**src/rtl/lc3b_microsequencer_pkg.sv**
```systemverilog
// Shared constants for the LC-3b microsequencer: condition codes of the
// micro-instruction COND field, well-known micro-states and opcodes.
package lc3b_pkg;

  typedef enum logic [1:0] {
    COND_UNCOND = 2'b00,
    COND_MEM    = 2'b01,
    COND_BR     = 2'b10,
    COND_ADDR   = 2'b11
  } cond_e;

  localparam logic [5:0] STATE_FETCH  = 6'd18;
  localparam logic [5:0] STATE_DECODE = 6'd32;

  localparam logic [3:0] OP_BR   = 4'd0;
  localparam logic [3:0] OP_ADD  = 4'd1;
  localparam logic [3:0] OP_LDB  = 4'd2;
  localparam logic [3:0] OP_STB  = 4'd3;
  localparam logic [3:0] OP_JSR  = 4'd4;
  localparam logic [3:0] OP_AND  = 4'd5;
  localparam logic [3:0] OP_LDW  = 4'd6;
  localparam logic [3:0] OP_STW  = 4'd7;
  localparam logic [3:0] OP_RTI  = 4'd8;
  localparam logic [3:0] OP_XOR  = 4'd9;
  localparam logic [3:0] OP_JMP  = 4'd12;
  localparam logic [3:0] OP_SHF  = 4'd13;
  localparam logic [3:0] OP_LEA  = 4'd14;
  localparam logic [3:0] OP_TRAP = 4'd15;

  // Branch enable: any condition code selected by IR[11:9] that is set.
  function automatic logic ben_eval(input logic [2:0] ir_nzp, input logic n,
                                    input logic z, input logic p);
    return (ir_nzp[2] & n) | (ir_nzp[1] & z) | (ir_nzp[0] & p);
  endfunction

endpackage

```
**src/rtl/lc3b_microsequencer_if.sv**
```systemverilog
// Micro-instruction fields, datapath inputs and sequencer outputs bundled
// between the control store / datapath (master) and the sequencer (slave).
interface lc3b_microsequencer_if #(parameter int STATE_W = 6);
  logic               ird;
  logic [1:0]         cond;
  logic [STATE_W-1:0] j;
  logic               ld_ben;
  logic [15:0]        ir;
  logic               n;
  logic               z;
  logic               p;
  logic               r;
  logic [STATE_W-1:0] state;
  logic               ben;
  logic               mem_wait;
  logic               mem_timeout;

  modport master (
    output ird, cond, j, ld_ben, ir, n, z, p, r,
    input  state, ben, mem_wait, mem_timeout
  );

  modport slave (
    input  ird, cond, j, ld_ben, ir, n, z, p, r,
    output state, ben, mem_wait, mem_timeout
  );
endinterface

```
**src/rtl/lc3b_microsequencer_ben.sv**
```systemverilog
// Branch-enable register: captures the selected n/z/p match when loaded.
module lc3b_ben_reg
  import lc3b_pkg::*;
(
  input  logic       i_clk,
  input  logic       i_rst,
  input  logic       i_ld,
  input  logic [2:0] i_ir_nzp,
  input  logic       i_n,
  input  logic       i_z,
  input  logic       i_p,
  output logic       o_ben
);

  logic r_ben;

  // Load BEN when requested, otherwise hold.
  always_ff @(posedge i_clk) begin
    if (i_rst)     r_ben <= 1'b0;
    else if (i_ld) r_ben <= ben_eval(i_ir_nzp, i_n, i_z, i_p);
  end

  assign o_ben = r_ben;

endmodule

```
**src/rtl/lc3b_microsequencer.sv**
```systemverilog
// LC-3b microsequencer: next-state selection, micro-state register, memory
// wait counter and sticky timeout flag. A timeout freezes state and BEN
// until reset so the hung access can be inspected.
module lc3b_microsequencer
  import lc3b_pkg::*;
#(
  parameter int STATE_W     = 6,
  parameter int RESET_STATE = 18,
  parameter int MEM_TIMEOUT = 16
) (
  input logic                   i_clk,
  input logic                   i_rst,
  lc3b_microsequencer_if.slave  bus
);

  localparam int CNT_W = $clog2(MEM_TIMEOUT) + 1;
  localparam logic [CNT_W-1:0] CNT_LAST = CNT_W'(MEM_TIMEOUT - 1);

  logic [STATE_W-1:0] r_state;
  logic [CNT_W-1:0]   r_cnt;
  logic               r_timeout;
  logic               w_ben;
  logic               w_waiting;
  logic               w_br;
  logic               w_mem;
  logic               w_addr;
  logic [STATE_W-1:0] w_next;

  assign w_waiting = (bus.cond == COND_MEM) && !bus.r;
  assign w_br      = (bus.cond == COND_BR)   && w_ben;
  assign w_mem     = (bus.cond == COND_MEM)  && bus.r;
  assign w_addr    = (bus.cond == COND_ADDR) && bus.ir[11];

  // BEN is frozen together with the state once a timeout has been flagged.
  lc3b_ben_reg u_ben (
    .i_clk    (i_clk),
    .i_rst    (i_rst),
    .i_ld     (bus.ld_ben && !r_timeout),
    .i_ir_nzp (bus.ir[11:9]),
    .i_n      (bus.n),
    .i_z      (bus.z),
    .i_p      (bus.p),
    .o_ben    (w_ben)
  );

  // Next micro-state: opcode dispatch on IRD, else J with COND bits OR-ed in.
  always_comb begin
    w_next = r_state;
    if (bus.ird) w_next = STATE_W'(bus.ir[15:12]);
    else         w_next = bus.j | STATE_W'({w_br, w_mem, w_addr});
  end

  // Micro-state register; holds while the timeout flag is set.
  always_ff @(posedge i_clk) begin
    if (i_rst)           r_state <= STATE_W'(RESET_STATE);
    else if (!r_timeout) r_state <= w_next;
  end

  // Consecutive not-ready counter; any non-waiting cycle restarts it.
  always_ff @(posedge i_clk) begin
    if (i_rst)           r_cnt <= '0;
    else if (!w_waiting) r_cnt <= '0;
    else if (!r_timeout) r_cnt <= r_cnt + 1'b1;
  end

  // Sticky timeout on the last allowed wait cycle still seeing r=0.
  always_ff @(posedge i_clk) begin
    if (i_rst)                              r_timeout <= 1'b0;
    else if (w_waiting && r_cnt == CNT_LAST) r_timeout <= 1'b1;
  end

  assign bus.state       = r_state;
  assign bus.ben         = w_ben;
  assign bus.mem_wait    = w_waiting;
  assign bus.mem_timeout = r_timeout;

endmodule
```
**src/flat_wrapper.sv**
```systemverilog
// flat-port wrapper written by rule: the top's interface ports become plain ports
module lc3b_microsequencer_flat import lc3b_pkg::*;
#(
  parameter int STATE_W     = 6,
  parameter int RESET_STATE = 18,
  parameter int MEM_TIMEOUT = 16
)
  (i_clk, i_rst, bus_ird, bus_cond, bus_j, bus_ld_ben, bus_ir, bus_n, bus_z, bus_p, bus_r, bus_state, bus_ben, bus_mem_wait, bus_mem_timeout);
  lc3b_microsequencer_if #(.STATE_W(STATE_W)) bus_i ();
  input logic i_clk;
  input logic i_rst;
  input wire logic [$bits(bus_i.ird)-1:0] bus_ird;
  input wire logic [$bits(bus_i.cond)-1:0] bus_cond;
  input wire logic [$bits(bus_i.j)-1:0] bus_j;
  input wire logic [$bits(bus_i.ld_ben)-1:0] bus_ld_ben;
  input wire logic [$bits(bus_i.ir)-1:0] bus_ir;
  input wire logic [$bits(bus_i.n)-1:0] bus_n;
  input wire logic [$bits(bus_i.z)-1:0] bus_z;
  input wire logic [$bits(bus_i.p)-1:0] bus_p;
  input wire logic [$bits(bus_i.r)-1:0] bus_r;
  output wire logic [$bits(bus_i.state)-1:0] bus_state;
  output wire logic [$bits(bus_i.ben)-1:0] bus_ben;
  output wire logic [$bits(bus_i.mem_wait)-1:0] bus_mem_wait;
  output wire logic [$bits(bus_i.mem_timeout)-1:0] bus_mem_timeout;
  assign bus_i.ird = bus_ird;
  assign bus_i.cond = bus_cond;
  assign bus_i.j = bus_j;
  assign bus_i.ld_ben = bus_ld_ben;
  assign bus_i.ir = bus_ir;
  assign bus_i.n = bus_n;
  assign bus_i.z = bus_z;
  assign bus_i.p = bus_p;
  assign bus_i.r = bus_r;
  assign bus_state = bus_i.state;
  assign bus_ben = bus_i.ben;
  assign bus_mem_wait = bus_i.mem_wait;
  assign bus_mem_timeout = bus_i.mem_timeout;
  lc3b_microsequencer #(.STATE_W(STATE_W), .RESET_STATE(RESET_STATE), .MEM_TIMEOUT(MEM_TIMEOUT)) u_core (.i_clk(i_clk), .i_rst(i_rst), .bus(bus_i));
endmodule
```
**config.mk**
```make
export PLATFORM = sky130hd
export DESIGN_NAME = lc3b_microsequencer_flat
export DESIGN_NICKNAME = d
export VERILOG_FILES = /design/src/rtl/lc3b_microsequencer_pkg.sv /design/src/rtl/lc3b_microsequencer_if.sv /design/src/rtl/lc3b_microsequencer_ben.sv /design/src/rtl/lc3b_microsequencer.sv /design/src/flat_wrapper.sv
export SDC_FILE = /design/constraint.sdc
export NUM_CORES = 1
export LEC_CHECK = 0
export BUFFER_PORTS_ARGS = -buffer_cell sky130_fd_sc_hd__buf_2
export CAP_MARGIN = 10
export CORE_MARGIN = 2
export CORE_UTILIZATION = 45
export CTS_BUF_LIST = sky130_fd_sc_hd__clkbuf_4
export DETAILED_ROUTE_END_ITERATION = 8
export GPL_TIMING_DRIVEN = 0
export PLACE_DENSITY = 0.86
export SLEW_MARGIN = 20
export SYNTH_ARGS = -nofsm -noshare
export SYNTH_HDL_FRONTEND = slang
export SYNTH_SLANG_ARGS = --single-unit
```
**constraint.sdc**
```tcl
create_clock -name i_clk -period 3.59 [get_ports i_clk]
set_input_delay 0.1795 -clock i_clk [delete_from_list [all_inputs] [get_ports i_clk]]
set_output_delay 0.1795 -clock i_clk [all_outputs]
set_load 0.01 [all_outputs]
```
---- After elaboration in Yosys (flattened, before gate mapping) ----
Index checks and enable logic that the tools add are counted.
cells by class
  add/subtract/negate cells ............... 1
  equality and inequality tests ........... 4
  muxes and demuxes ....................... 1
  bitwise gates (word level) .............. 7
  reduce and logical (&&, ||, !) cells .... 9
operators by type and width
  operator             number
  $logic_and 1x1->1    6
  $mux 6               1
  $or 6x3->6           1
  $add 5x1->5 const B  1
  $eq 5x4->1 const B   1
  $eq 2x2->1 const B   2
  $and 1x1->1          3
  $eq 2x1->1 const B   1
  $logic_not 1->1      2
  $or 1x1->1           2
  $reduce_or 2->1      1
  $not 1->1            1
storage, ports and cells
  bits in registers ....................... 13
  input bits .............................. 32
  output and inout port bits .............. 9
  word-level logic and storage cells ...... 26

---- Longest topological paths before layout ----
Gate-level depths: netlist (run 1).
  word-level depth ........................ 4
  gate-level depth with buffers ........... 6
  gate-level depth less buffers ........... 6

---- Cells and area by module ----
A second synthesis (run 1) with hierarchy kept.
second synthesis, totals
  cells, all modules ...................... 62
  area, all modules ....................... 605.6 um2
by module, submodules not included
  module               instances  cells an instance  area each (um2)  sequential area each (um2)
  lc3b_microsequencer  1          58                 564.3            240.2
  lc3b_ben_reg         1          4                  41.3             20.0

---- Least setup slack after synthesis (run 1) ----
OpenSTA, ideal clock, no wires.
  path kind ............................... register to register
  from .................................... register u_core.r_cnt[0]
  to ...................................... register u_core.r_cnt[4]
  setup time .............................. 118 ps
  arrival time ............................ 1,103 ps
  data required time ...................... 3,472 ps
  slack ................................... 2,369 ps
  stages on the path, launching flop included .. 7
  path buffers ............................ 0
  period minus slack after synthesis ...... 1,221 ps
  path through ............................ dfxtp_1 -> ha_1 -> and3_1 -> ha_1 -> nor2_1 -> a21oi_1 -> nor2_1
on the way
  cells in the longest elaborated chain, start to end .. 1
RTL lines
  item                      RTL line                   source
  start: declaration        lc3b_microsequencer.sv:20  logic [CNT_W-1:0] r_cnt;
  start signal: assignment  lc3b_microsequencer.sv:63  else if (!r_timeout) r_cnt <= r_cnt + 1'b1;
  $add 5x1->5               lc3b_microsequencer.sv:63
Every way passes these cells.
A chain may end at the register's enable or synchronous reset.

---- Final worst setup path (run 1) ----
Same ends and word-level chain as after synthesis.

==> metrics, run 1 <==
status=finished, final reports clean; Synth warnings=0; CP Data Required Time=roughly 3.8 ns; met3 wire length=95 um; TNS Setup=0 ns; Syn Nets=98; Tightest Pin Transition=0.3092 ns; Routed Antenna Nets=0; unrepaired setup endpoints after global routing=no; area of the multi-input gates=310.3 sq um; DR iter-0 viols=8; CTS Buf Count=3; drc violations=0; hold_buf cts=0; synthesized cell area=slightly above 600 sq um; Antenna Cells=0; final worst-path cycle share=between 30% and 40%; worst path cell trace=ha_1 -> and3_1 -> ha_1 -> nor2_1 -> a21oi_1 -> nor2_1; Pleak=0.3864 nW; Area Overhead vs Synth=32.65%; top post-synthesis cells by count=dfxtp_1 (13), nor2_1 (12), a21oi_1 (4), inv_1 (4); post-synth top area share=42.71%; clock sinks=13; storage element area=260.3 sq um; Cell Count, Final, Fillers Out=113; worst path bufs/invs=0; final setup vio count=0; Peak Freq=0.7740 GHz; # rows=13; most area-consuming cells after synthesis=dfxtp_1 (43%), nor2_1 (7.4%), ha_1 (4.1%); Clk Tree Root Cell=clkbuf_4; H-tree Lvls=1; port bufs=30; Layout Utilization=62.90%; die width=around 41 um; GRT overflow=0; CP Launch Type=flop; share of cells above drive strength 1=40.82%; Synth Instances=64; via count=578; starting density of the core=47.42%; Yosys reg bits=13; worst rel slew slack=79.38%; Clock transition at path regs=0.07 ns; Post-CTS Setup Inserts=0; Final GP Congestion=0.7771; CP arrival=1.47 ns; core area=0.001285 sq mm; Post-Route WL=1236 um; CP Capture Type=flop; vias in the first global route=441; Final Hold Viols=0; Max Fanout on Critical Path=3; Top Ports=41; first drt pass iteration count=4; post_cts resized=0; Longest Clk Path Bufs=2; overall routing resource usage=16.37%; Inst Count DP=109; initial antenna violation count=0; drt wl/cell=roughly 11 um; fin. max-slew vios=0; Worst Hold Class=primary input to flop; slowest stage cell, crit path=dfxtp_1; Max VDD drop=0.2364 mV; Synth Area per Inst=between 9 and 10 sq um; first-pass GRT wire length=1725 um; number of synthesized flops with an enable pin=0; met2 wire length=606 um; Worst Skew=0.0005093 ns; # fillers=around 120; top-count cell post-synth=dfxtp_1; Via density=5.115; CTS tree=done; post-DP HPWL=slightly below 1000 um; min Tclk post-route=1.292 ns; clk_lat worst skew=~0.28 ns; sequential share of the synthesized area=42.71%; Finished Cell Area=808.3 sq um; crit-path leading delay family=adder cells; NumNets Final=133; Post-synth top flop=dfxtp_1; slowest stage delay, CP=0.34 ns; largest net degree at the start of global routing=11; Max Cap Viol=0; largest area contributor in the netlist=dfxtp_1; Post-synth ARST share=0%; full die area=0.001664 sq mm; Area after DPL=a little under 800 sq um; Crit Path Class=flop to flop; Max Used Layer=met4; power per cell area=approximately 360 mW/mm^2; Yosys cell types=30; height of the chip=40.80 um; WL met1=around 520 um
## cell families after synthesis
kind of cell | after synthesis | synth area share (%)
xor+xnor | 3 | 4.313
mux | 3 | 5.133
flops | 13 | 42.71
buf+inv | 7 | 6.364
simple gates | 23 | 20.54
fa+ha+maj | 2 | 4.106
compound gates | 13 | 16.84
## flip-flops by register name, indices dropped and copies added, names as in the netlist
register and cells:
u_core.bus.mem_timeout 1, u_core.bus.state 6, u_core.r_cnt 5, u_core.u_ben.o_ben 1
## through the flow
stage                     setup slack [ns]  hold slack (ns)   power, W
after floorplan                      2.369           0.3134  0.0001735
after global placement               2.325           0.4062  0.0001929
after detailed placement             2.318           0.4197  0.0001942
after CTS                            2.294           0.1249  0.0002921
after global routing                 2.245           0.1193  0.0003051
final                                2.298           0.1261  0.0002884
## power by group
part           leakage, nW   total, W  switching, W  internal (W)
sequential           0.107   0.000152    0.00000274      0.000150
clock               0.0184  0.0000980     0.0000473     0.0000507
combinational        0.261  0.0000381     0.0000175     0.0000206
## cell usage in the layout (no fill, tap or decap), drive strengths merged, types with 2 or more instances in the layout
cell / count
clkbuf: 4
nor2b: 2
nor2: 12
inv: 4
a21oi: 4
a221o: 2
ha: 2
xor2: 2
buf: 33
nor3b: 2
mux2i: 2
dfxtp: 13
## final timing paths
| kind | end | cells after the start | slack [ns] | start |
|---|---|---|---|---|
| setup / recovery | u_core.r_cnt[4] | 6 | 2.30 | u_core.r_cnt[0] |
| hold / removal | u_core.bus.state[4] | 2 | 0.13 | bus_j[4] |
| setup reg to reg | u_core.r_cnt[4] | 6 | 2.30 | u_core.r_cnt[0] |
| hold reg to reg | u_core.bus.state[1] | 2 | 0.47 | u_core.bus.state[1] |
## metal layers
layer,up-vias,GRT usage (%)
li1,298,-
met1,256,17.88
met2,22,26.95
met3,2,7.065
met4,0,7.500
met5,-,0
## layout make-up
class	instances	share of cell area, %
multi-input cells	44	38.39
flip-flops and latches	13	32.20
repair buffers	30	18.58
clock buffers	4	3.715
plain buffers	3	2.941
well taps	15	2.322
inverters	4	1.858
No activity file was read; power rests on OpenSTA's default activity.
==> run 2, diff against run 1 <==
--- a/config.mk
+++ b/config.mk
@@ -5,14 +5,15 @@
 export SDC_FILE = /design/constraint.sdc
 export NUM_CORES = 1
 export LEC_CHECK = 0
+export ABC_AREA = 1
 export BUFFER_PORTS_ARGS = -buffer_cell sky130_fd_sc_hd__buf_2
 export CAP_MARGIN = 10
 export CORE_MARGIN = 2
-export CORE_UTILIZATION = 45
+export CORE_UTILIZATION = 38
 export CTS_BUF_LIST = sky130_fd_sc_hd__clkbuf_4
 export DETAILED_ROUTE_END_ITERATION = 8
 export GPL_TIMING_DRIVEN = 0
-export PLACE_DENSITY = 0.86
+export PLACE_DENSITY = 0.76
 export SLEW_MARGIN = 20
 export SYNTH_ARGS = -nofsm -noshare
 export SYNTH_HDL_FRONTEND = slang
==> constraint.sdc (replaced) <==
create_clock -name i_clk -period 1 [get_ports i_clk]
set_input_delay 0.05 -clock i_clk [delete_from_list [all_inputs] [get_ports i_clk]]
set_output_delay 0.05 -clock i_clk [all_outputs]
set_load 0.01 [all_outputs]
==> run 2 against run 1 <==
Net effect: the run now ends with negative setup slack left; routed wire length up 29%; final area grew 19%; utilization shrank 0.65 points; sequential cell count is the same; die area up 22%; synthesized cell count is 45% higher; non-clock buffer count grew 6; clock skew increased by 0.0028 ns; cell count up 34%; setup slack worse by 2.5 ns; register-to-register slack worse by 2.5 ns; critical path type unchanged; critical endpoint unchanged; highest routed layer unchanged.
==> metrics, run 2 <==
status=complete, but fails checks; failing checks=negative setup slack; met1 Usage GRT=18.52% (+0.64 points); Tightest Pin Transition=0.2408 ns (-0.06841 ns); final setup margin=-0.1643 ns (-2.462 ns); fin. max-slew vios=0 (unchanged); Final GP Congestion=0.6890 (-11%); Area after DPL=822.0 sq um (+5.6%); max reg flops=6 (unchanged); most area-consuming cells after synthesis=dfxtp_1 (41%), nand2_1 (14%), nor2_1 (9.9%); most frequent cells in the layout=buf_2 (31), nand2_1 (23), nor2_1 (16), inv_1 (11), dfxtp_1 (10); Cell Count, Final, Fillers Out=151 (+34%); met2 Use GR=27.71% (+0.76 points); Clock transition at path regs=0.08 ns (about the same); hold_buf cts=0 (unchanged); Max VDD drop=0.7585 mV (+220%); reg2reg start=u_core.r_cnt[1]; crit-path leading delay family=adder cells; worst rel slew slack=83.80% (+4.4 points); Inst Count DP=140 (+28%); core area=0.001541 sq mm (+20%); CTS Buf Count=3 (unchanged); Post-synth ARST share=0% (unchanged); Via density=4.616 (-9.8%); clk_lat worst skew=0.27 ns (about the same); Hold Startpoint=bus_j[5]; power per cell area=1089 mW/mm^2 (+210%); Crit Path Class=flop to flop; CP Launch Type=flop; unrepaired setup endpoints after global routing=yes; first drt pass iteration count=6 (+2); Max Fanout on Critical Path=2 (-1); clock sinks=13 (unchanged); Pleak=0.5104 nW (+32%); sequential share of the synthesized area=40.55% (-2.2 points); Syn Nets=127 (+30%); CP Capture Type=flop; Layout Utilization=62.26% (-0.65 points); via count=697 (+21%); NumNets Final=170 (+28%); drc violations=0 (unchanged); Synth warnings=0 (unchanged); Area Overhead vs Synth=49.51%; slowest stage delay, CP=0.34 ns (about the same); Worst Hold Class=primary input to flop; cell count of the worst reg-to-reg path=6 (unchanged); CP arrival=1.33 ns (-0.14 ns); vias in the first global route=647 (+47%); area of the multi-input gates=356.6 sq um (+15%); top post-synthesis cells by count=nand2_1 (24), nor2_1 (17), dfxtp_1 (13); drt wl/cell=10.55 um (-3.6%); Worst Skew=0.003281 ns (+0.002771 ns); Clk Tree Root Cell=clkbuf_4; slowest stage cell, crit path=dfxtp_2; number of synthesized flops with an enable pin=0 (unchanged); first-pass GRT wire length=2415 um (+40%); reg2reg setup slack=-0.16 ns (-2.46 ns); Post-synth top flop=dfxtp_1; initial antenna violation count=0 (unchanged); overall routing resource usage=16.20% (-0.17 points); Synth Area per Inst=6.902 sq um (-28%); height of the chip=45.10 um (+11%); Longest Clk Path Bufs=2 (unchanged); GRT overflow=0 (unchanged); share of cells above drive strength 1=41.48% (+0.67 points); H-tree Lvls=1 (unchanged); largest net degree at the start of global routing=11 (unchanged); reg2reg end=u_core.r_cnt[4]; Antenna Cells=0 (unchanged); commonest non-fill, non-tap cell in the layout=buf_2; Yosys reg bits=13 (unchanged); storage element area=264.0 sq um (+1.4%); Final Hold Viols=0 (unchanged); Peak Freq=0.8589 GHz (+11%); post-DP HPWL=1047 um (+7.7%); largest area contributor in the netlist=dfxtp_1; worst path bufs/invs=0 (unchanged); # rows=14 (+1); critical path depth=6 (unchanged); M3 GR Usage=2.800% (-4.3 points); top-count cell post-synth=nand2_1; Top Ports=41 (unchanged); hold path cells=3 (+1); post-synth top area share=40.55% (-2.2 points); hold endpoint=u_core.bus.state[5]; Yosys cell types=17 (-43%); Routed Antenna Nets=0 (unchanged); synthesized cell area=641.9 sq um (+5.3%); worst path cell trace=ha_4 -> and3_4 -> ha_4 -> nor2_1 -> a21oi_1 -> nor2_1; Synth Instances=93 (+45%); # fillers=154 (+33%); starting density of the core=41.64% (-5.8 points); CP Data Required Time=1.17 ns (-2.59 ns); port bufs=31 (+3.3%); min Tclk post-route=1.164 ns (-0.1277 ns); Post-Route WL=1593 um (+29%); final worst-path cycle share=116.4% (+80 points); DR iter-0 viols=10 (+2); full die area=0.002034 sq mm (+22%); die width=45.10 um (+11%); Finished Cell Area=959.7 sq um (+19%); Max Cap Viol=0 (unchanged); CTS tree=done; final setup vio count=4 (+4); GRT Max-Usage Layer=met2
## run 2: changes by cell type in the layout (fill, tap and decap cells not counted), moves of 3 or more
cell	before	now
nor2_1	12	16
dfxtp_1	13	10
nand3_1	0	5
nand2_1	0	23
o21ai_1	0	4
inv_1	4	11
dfxtp_2	0	3
buf_4	1	6
## run 2: logic make-up (layout without fill, tap and decap cells)
kind of cell,after synthesis,in the layout,share of synthesized area (%)
XOR/XNOR,2,2,2.730
buffers and inverters,14,56,9.357
AND/OR/NAND/NOR,50,50,33.33
AO/OA/AOI/OAI,12,12,10.14
flip-flops,13,13,40.55
adder cells (fa/ha/maj),2,2,3.898
## run 2: layout make-up
class / instances / area share, %
clock buffer: 4 / 3.129
sequential: 13 / 27.51
multi-input combinational: 66 / 37.16
timing repair buffer: 38 / 23.47
buffer: 1 / 1.565
tap: 16 / 2.086
inverter: 13 / 5.085
## run 2: worst reg2reg max path, stage by stage (launching register included)
cell and delay [ns]:
dfxtp_2 0.34, ha_4 0.15, and3_4 0.15, ha_4 0.24, nor2_1 0.03, a21oi_1 0.10, nor2_1 0.05
## run 2: report_power, final
group          switching, W  internal, W  leakage, nW
combinational     0.0000755    0.0000710        0.384
clock              0.000168     0.000181       0.0184
sequential        0.0000117     0.000538        0.108
## run 2: repair_timing
item	in CTS	in global routing
gates cloned	0	1
gates resized for setup	3	4
buffers inserted	3	3
hold endpoints to repair	0	0
pin swaps	1	3
setup endpoints to repair	3	6
## run 2: per-layer routing
metal	wire [um]	part of all wire [%]
met3	98	6.2
met2	803	50
met4	10	0.63
met5	0	0
met1	680	43
## run 2: worst max-delay path by stage
stage | startpoint | end | slack, ns
finish | u_core.r_cnt[1] | u_core.r_cnt[4] | -0.16
global route | u_core.r_cnt[1] | u_core.r_cnt[4] | -0.21
CTS | u_core.r_cnt[0] | u_core.r_cnt[4] | -0.18
detailed placement | u_core.r_cnt[1] | u_core.r_cnt[4] | -0.20
global placement | u_core.r_cnt[1] | u_core.r_cnt[4] | -0.20
floorplan | u_core.r_cnt[1] | u_core.r_cnt[4] | -0.16
## run 2: metrics by stage
step / setup slack [ns] / hold WS [ns] / setup TNS (ns) / total power [W]
after floorplan: -0.1584 / 0.1455 / -0.1584 / 0.0006227
after global placement: -0.1973 / 0.2688 / -0.2204 / 0.0006992
after detailed placement: -0.2009 / 0.2851 / -0.2361 / 0.0007037
after CTS: -0.1802 / 0.004411 / -0.1804 / 0.001050
after global routing: -0.2106 / 0.01381 / -0.6261 / 0.001097
final: -0.1643 / 0.009905 / -0.3117 / 0.001045
